File: src/rtl/data_mem_arbiter.sv
// Two-port data-memory arbiter: port 0 (CPU) has priority, port 1 gets a turn after MAX_BURST port-0 wins.
// Latency: the grant is combinational; read data returns READ_LAT cycles after the grant, in grant order.
// Backpressure: a requester holds its fields until gnt; no grant is issued while RST is high.
module data_mem_arbiter #(
    parameter int READ_LAT  = 1,
    parameter int MAX_BURST = 4
) (
    input  logic        CLK,
    input  logic        RST,
    input  logic        req0_i,
    input  logic        we0_i,
    input  logic [31:0] addr0_i,
    input  logic [31:0] wdata0_i,
    input  logic [31:0] bmode0_i,
    output logic        gnt0_o,
    output logic        rvalid0_o,
    output logic [31:0] rdata0_o,
    output logic        err0_o,
    input  logic        req1_i,
    input  logic        we1_i,
    input  logic [31:0] addr1_i,
    input  logic [31:0] wdata1_i,
    input  logic [31:0] bmode1_i,
    output logic        gnt1_o,
    output logic        rvalid1_o,
    output logic [31:0] rdata1_o,
    output logic        err1_o,
    output logic [31:0] mem_addr_o,
    output logic [31:0] mem_data_o,
    output logic        mem_wren_o,
    output logic [31:0] mem_bmode_o,
    input  logic [31:0] mem_rdata_i,
    output logic        busy_o
);

    typedef enum logic [1:0] {IDLE, OWN0, OWN1} state_t;

    typedef struct packed {
        logic vld;
        logic port;
        logic err;
    } tag_t;

    localparam logic [3:0] BURST_LIM = 4'(MAX_BURST);

    state_t      state;
    state_t      state_nxt;
    logic [3:0]  starve_cnt;
    logic        gnt0;
    logic        gnt1;
    logic        gnt_any;
    logic        sel_we;
    logic        sel_err;
    logic [31:0] sel_addr;
    tag_t        tag_q   [READ_LAT];
    tag_t        tag_eff [READ_LAT];
    tag_t        tag_out;
    logic        busy;

    assign gnt1    = ~RST & req1_i & (~req0_i | (starve_cnt == BURST_LIM));
    assign gnt0    = ~RST & req0_i & ~gnt1;
    assign gnt_any = gnt0 | gnt1;

    assign sel_addr = gnt1 ? addr1_i : addr0_i;
    assign sel_we   = gnt1 ? we1_i   : we0_i;
    assign sel_err  = |sel_addr[31:20];

    always_ff @(posedge CLK) begin
        if (RST) begin
            starve_cnt <= '0;
        end else if (!req1_i || gnt1) begin
            starve_cnt <= '0;
        end else if (gnt0 && starve_cnt != BURST_LIM) begin
            starve_cnt <= starve_cnt + 4'd1;
        end
    end

    always_ff @(posedge CLK) begin
        if (RST) begin
            state <= IDLE;
        end else begin
            state <= state_nxt;
        end
    end

    always_comb begin
        state_nxt = IDLE;
        if (gnt0) begin
            state_nxt = OWN0;
        end else if (gnt1) begin
            state_nxt = OWN1;
        end
    end

    // Stage 0 records what the selected port asked for; the owner state says whether it was granted.
    always_comb begin
        for (int i = 0; i < READ_LAT; i++) begin
            tag_eff[i] = tag_q[i];
        end
        tag_eff[0].vld = tag_q[0].vld & (state != IDLE);
        busy = 1'b0;
        for (int i = 0; i < READ_LAT; i++) begin
            busy = busy | tag_eff[i].vld;
        end
    end

    always_ff @(posedge CLK) begin
        if (RST) begin
            for (int i = 0; i < READ_LAT; i++) begin
                tag_q[i] <= '0;
            end
        end else begin
            tag_q[0] <= '{vld: ~sel_we, port: gnt1, err: sel_err};
            for (int i = 1; i < READ_LAT; i++) begin
                tag_q[i] <= tag_eff[i-1];
            end
        end
    end

    assign tag_out   = tag_eff[READ_LAT-1];
    assign rvalid0_o = tag_out.vld & ~tag_out.port;
    assign rvalid1_o = tag_out.vld &  tag_out.port;
    assign rdata0_o  = (rvalid0_o && !tag_out.err) ? mem_rdata_i : '0;
    assign rdata1_o  = (rvalid1_o && !tag_out.err) ? mem_rdata_i : '0;

    assign gnt0_o = gnt0;
    assign gnt1_o = gnt1;
    assign err0_o = gnt0 & (|addr0_i[31:20]);
    assign err1_o = gnt1 & (|addr1_i[31:20]);

    // Out-of-range accesses still present on the bus but never write.
    assign mem_addr_o  = gnt_any ? sel_addr : '0;
    assign mem_data_o  = gnt0 ? wdata0_i : (gnt1 ? wdata1_i : '0);
    assign mem_bmode_o = gnt0 ? bmode0_i : (gnt1 ? bmode1_i : '0);
    assign mem_wren_o  = gnt_any & sel_we & ~sel_err;
    assign busy_o      = busy;

endmodule

File: config.mk
export PLATFORM = sky130hd
export DESIGN_NAME = data_mem_arbiter
export DESIGN_NICKNAME = d
export VERILOG_FILES = /design/src/rtl/data_mem_arbiter.sv
export SDC_FILE = /design/constraint.sdc
export NUM_CORES = 1
export LEC_CHECK = 0
export ABC_AREA = 0
export CORE_AREA = 3 3 155 157
export DETAILED_ROUTE_END_ITERATION = 16
export DIE_AREA = 0 0 158 160
export HOLD_SLACK_MARGIN = 0.1
export PLACE_DENSITY = 0.46
export SLEW_MARGIN = 20
export SYNTH_ARGS = -nofsm -noshare
export SYNTH_HDL_FRONTEND = slang
export SYNTH_SLANG_ARGS = --single-unit
File: constraint.sdc
create_clock -name CLK -period 2.5 [get_ports CLK]
set_input_delay 0.5 -clock CLK [delete_from_list [all_inputs] [get_ports CLK]]
set_output_delay 0.5 -clock CLK [all_outputs]
set_load 0.03 [all_outputs]
# Yosys cells after proc, flatten, opt, wreduce, memory -nomap -nowiden
# Memory sizes are Yosys's and may differ from the RTL's.
# Cells that the tools add are included.
[word_totals]
register_bits = 6
ram_bits = 3
out_inout_bits = 168
word_cells = 55
n_memories = 1
[op_classes]
addsub = 1
n_eq_ne = 2
mux = 16
n_bitwise = 19
reduce_logical = 13
[memory_table]
columns = ["memory", "words", "width", "read_ports", "rd_clocked_by_memory_dff", "wr", "line_no", "rtl"]
rows = [
  ["tag_q", 1, 3, 1, 0, 1, "55", "tag_t tag_q [READ_LAT];"],
]
[ops]
columns = ["operator", "count"]
rows = [
  ["$mux 32", 8],
  ["$reduce_or 12->1", 3],
  ["$and 1x1->1", 11],
  ["$mux 1", 6],
  ["$not 1->1", 6],
  ["$add 4x1->4 const B", 1],
  ["$eq 4x3->1 const B", 1],
  ["$ne 4x3->1 const B", 1],
  ["$reduce_or 2->1", 2],
  ["$logic_and 1x1->1", 3],
  ["$mux 3", 1],
  ["$reduce_or 3->1", 1],
  ["$logic_not 1->1", 2],
  ["$mux 2", 1],
  ["$or 1x1->1", 2],
  ["$reduce_bool 2->1", 1],
  ["$logic_or 1x1->1", 1],
]

# Depth between registers and ports, before layout
[logic_depth]
depth_word = 8
mapped_depth = 8

# Worst setup path after synthesis
# No wires, ideal clock.
[synth_timing]
path_type = "register to output"
start = "register starve_cnt[0]"
end = "output port err0_o"
t_arrival_ps = 2069
required_ps = 2000
slack_ps = -69
stages_incl_launch_ff = 8
path_buffers = 1
path_cell_list = "dfxtp_1 -> inv_1 -> ha_1 -> nand3b_1 -> a211o_1 -> and2_1 -> clkbuf_1 -> nor2b_1"
[synth_between]
elab_chain_cells = 6
[synth_rtl]
columns = ["element", "line_no", "rtl"]
rows = [
  ["start: declaration", "48", "logic [3:0] starve_cnt;"],
  ["start signal: assignment", "74", "starve_cnt <= starve_cnt + 4'd1;"],
  ["$eq 4x3->1", "60", "assign gnt1 = ~RST & req1_i & (~req0_i | (starve_cnt == BURST_LIM));"],
  ["$or 1x1->1", "60", ""],
  ["$and 1x1->1", "60", ""],
  ["$not 1->1", "61", "assign gnt0 = ~RST & req0_i & ~gnt1;"],
  ["$and 1x1->1", "61", ""],
  ["named net gnt0_o", "15", "output logic gnt0_o,"],
  ["$and 1x1->1", "128", "assign err0_o = gnt0 & (|addr0_i[31:20]);"],
  ["end: declaration", "18", "output logic err0_o,"],
]
# The timed path passes the listed nets, and every way through them passes these cells.

# Worst setup path after layout
[layout_timing]
start = "register starve_cnt[1]"
end = "output port mem_data_o[11]"
[layout_between]
elab_chain_cells = 6
word_cells_on_any_way = 7
[layout_rtl]
columns = ["element", "line_no", "rtl"]
rows = [
  ["$eq 4x3->1 (*)", "60", ""],
  ["$or 1x1->1 (*)", "60", ""],
  ["$and 1x1->1 (*)", "60", ""],
  ["$not 1->1", "61", ""],
  ["$and 1x1->1", "61", ""],
  ["$mux 32 (*)", "133", "assign mem_data_o = gnt0 ? wdata0_i : (gnt1 ? wdata1_i : '0);"],
  ["end: declaration", "29", "output logic [31:0] mem_data_o,"],
]
# Mark *: on every way between the ends. The rest lies on a longest branch, timed or not.

==> impl_metrics.py <==
metrics = {
    "synth": {
        "synth.largest_area_cell": "a22o_1",
        "synth_nets": 542,
        "synth_warnings": 0,
        "syn_area_um2": 1980,
        "ys_ff_latch": 9,
        "synthTopCellsByArea": "a22o_1 (28%), and2_1 (21%), nand2_1 (12%), dfxtp_1 (9.1%), a21oi_1 (8.6%)",
        "avgSynthCellArea_um2": 6.40,
        "syn_inst": 310,
        "synth-seq-area-share_pct": 9.09,
        "synthDistinctLibCells": 27,
        "synth_top_area_share_pct": 28.3,
    },
    "sta": {
        "slew_violations": 0,
        "timing.final.ws_setup_ns": -0.0221,
        "finalCritPeriodShare_pct": 101,
        "fin_worst_skew_ns": 0.000624,
        "timing.setup.tns_ns": -0.236,
        "final_hold_viol_count": 0,
        "finalCriticalPeriod_ns": 2.52,
        "setup_viol": 18,
        "tightestPinTransition_ns": 0.390,
        "rsz0062_at_grt": "yes",
        "max_slew_margin_pct": 74.0,
        "fmax_ghz": 0.396,
    },
    "floorplan": {
        "die_w_um": 158,
        "die_area_um2": 25300,
        "placementRows": 55,
        "boundaryPins": 398,
        "initial_utilization_pct": 8.76,
        "fp.dieH_um": 160,
        "core_um2": 22600,
    },
    "setup_path": {
        "max_stage_delay_ns": 0.40,
        "cp_max_fo": 11,
        "startpoint_type": "flop",
        "arrival_ns": 2.02,
        "crit_type": "flop to output pin",
        "critPathRequiredTime_ns": 2.00,
        "slowest_stage": "a211o_4",
        "cp-end-kind": "output pin",
        "crit_chain": "inv_2 -> ha_4 -> nand3b_1 -> a211o_4 -> and2_4 -> clkbuf_16 -> a22o_1 -> buf_6",
    },
    "routing": {
        "drcViolationCount": 0,
        "drt_iter0_drc": 122,
        "routed_wl_mm": 17.4,
        "firstDrtPassIters": 4,
        "vias_per_cell": 3.93,
        "wl_per_cell_um": 17.2,
        "final_antenna_net_count": 0,
        "num_vias": 3961,
    },
    "final_layout": {
        "areaGrowthSynthToFinish_pct": 264,
        "nets": 955,
        "fillCellCount": 2410,
        "final_util_pct": 31.9,
        "drive_gt1_share_pct": 33.2,
        "stdcell_count": 1008,
    },
    "global_route": {
        "track_usage_pct": 11.9,
        "antenna_found_initial": 1,
        "grt_pass1_vias": 3961,
        "grt_max_degree": 33,
        "overflow": 0,
        "grt_pass1_wl_mm": 23.2,
    },
    "cts": {
        "cts_tree": "done",
        "root_buffer": "clkbuf_16",
        "cts.sinks": 9,
        "cts_hold_buf": 0,
        "clk_pin_slew_ns": 0.04,
        "clk_path_buf_depth": 2,
        "insertion_delay_ns": 0.23,
        "htreeDepth": 1,
        "numCtsBuffers": 3,
    },
    "placement": {
        "placed_cells": 987,
        "place_hpwl_mm": 13.8,
        "port_buffers": 397,
        "routabilityCongestion": 0.834,
    },
    "run_status": {
        "status": "complete, but fails checks",
        "violations": "setup timing",
    },
    "power_and_ir_drop": {
        "p_sw_mw": 0.592,
        "switching_share_pct": 36.4,
        "power.internal_mw": 1.04,
        "ir_drop_mv": 0.170,
        "leakage_nw": 3.12,
        "pwr-share-comb_pct": 73.4,
        "finalPower_mw": 1.63,
        "p_seq_share_pct": 9.4,
        "power_density_nw_per_um2": 225,
        "clkPwrFrac_pct": 17.3,
    },
    "min_path": {
        "hold_class": "flop to flop",
    },
    "job": {
        "max-cap-violations": 0,
    },
}
-- per-layer routing --
layer / wire (um) / GRT usage (%) / share of wire (%) / up-vias
met3: 1560 / 3.63 / 9.0 / 28
met2: 9020 / 22.1 / 52 / 223
met5: 0 / 0 / 0 / -
met4: 580 / 3.79 / 3.3 / 0
li1: - / - / - / 1929
met1: 6210 / 12.6 / 36 / 1781
-- layout by cell type, fill, tap and decap left out, types with 3 or more instances in the layout --
cell / netlist / layout
clkdlybuf4s50_1: 0 / 260
buf_6: 5 / 88
and2_1: 68 / 67
a22o_1: 64 / 62
buf_4: 1 / 59
nand2_1: 64 / 48
a21oi_2: 0 / 22
buf_12: 0 / 16
clkbuf_16: 0 / 10
nand2_2: 0 / 8
nand2_4: 0 / 8
a21oi_1: 34 / 7
nor2_1: 7 / 7
dfxtp_1: 9 / 7
inv_1: 7 / 5
a21oi_4: 0 / 5
nor4_1: 6 / 4
buf_16: 0 / 3
dlygate4sd2_1: 0 / 3
-- final timing paths --
kind | from | slack [ns] | depth (start not counted) | to
worst max-delay path | starve_cnt[1]$_SDFFE_PP0P_ | -0.02 | 8 | mem_data_o[11]
worst min-delay path | starve_cnt[0]$_SDFFE_PP0P_ | 0.51 | 2 | starve_cnt[0]$_SDFFE_PP0P_
worst max register to register | starve_cnt[1]$_SDFFE_PP0P_ | 0.75 | 10 | tag_q[0][2]$_SDFF_PP0_
worst min register to register | starve_cnt[0]$_SDFFE_PP0P_ | 0.51 | 2 | starve_cnt[0]$_SDFFE_PP0P_
-- critical path: cells and delay by family, from the launching register on --
kind	cells	cell delay (ns)
AOI/OAI and AO/OA	2	0.60
DFF	1	0.31
adders and majority gates	1	0.13
buffers and inverters	3	0.39
and+or+nand+nor	2	0.34
-- flip-flops by register name, indices dropped and copies added (netlist names) --
signal / cells
starve_cnt: 4
state: 2
tag_q: 3
-- power by group through the flow --
| stage | sequential, mW | combinational [mW] | clock, mW |
|---|---|---|---|
| 4_1_cts | 0.152 | 1.09 | 0.290 |
| 3_3_place_gp | 0.154 | 1.03 | 0 |
| 5_1_grt | 0.153 | 1.26 | 0.302 |
| 3_5_place_dp | 0.154 | 1.02 | 0 |
| 6_report | 0.153 | 1.19 | 0.281 |
| 2_1_floorplan | 0.153 | 0.392 | 0 |
-- layout make-up --
cell class / instances / area, um^2 / area share, %
flip-flops and latches: 9 / 183 / 2.53
inverters: 8 / 35.0 / 0.485
well taps: 285 / 357 / 4.93
repair buffers: 437 / 4650 / 64.4
diodes: 1 / 2.50 / 0.0346
multi-input cells: 264 / 1920 / 26.5
clock inverters: 1 / 5.00 / 0.0692
clock buffers: 3 / 75.1 / 1.04
-- cell usage after synthesis, drive strengths merged --
cell and count:
a211o 1, a211oi 1, a21o 1, a21oi 34, a22o 64, and2 68, and3 2, buf 17
clkbuf 13, dfxtp 9, ha 2, inv 8, mux2i 1, nand2 64, nand3 3, nand3b 1
nand4 1, nor2 7, nor2b 3, nor3 1, nor4 6, o21ai 1, o21bai 1, xnor2 1
-- metrics by stage --
stage,worst slack [ns],instance area [um^2],hold WS [ns]
3_5_place_dp,-0.225,6190,0.521
2_1_floorplan,0.0363,1990,0.430
6_report,-0.0221,7230,0.510
3_3_place_gp,-0.234,6190,0.499
4_1_cts,-0.0607,6580,0.519
5_1_grt,-0.104,7230,0.543
-- timing repair --
action,4_1_cts,5_1_grt
setup endpoints to repair,137,97
buffers inserted,2,3
resized for setup,64,111
pin swaps,2,23
gates cloned,3,8
-- cell families (layout without fill, tap and decap cells) --
family	Yosys count	after routing	synth area share [%]
simple gates	156	157	40.1
compound gates	103	103	38.7
buf+inv	38	449	9.97
flops	9	9	9.09
fa+ha+maj	2	2	1.26
xor+xnor	1	1	0.442
mux	1	1	0.505
other cells	0	1	0
Note: power is estimated with default switching activity, not from simulation.
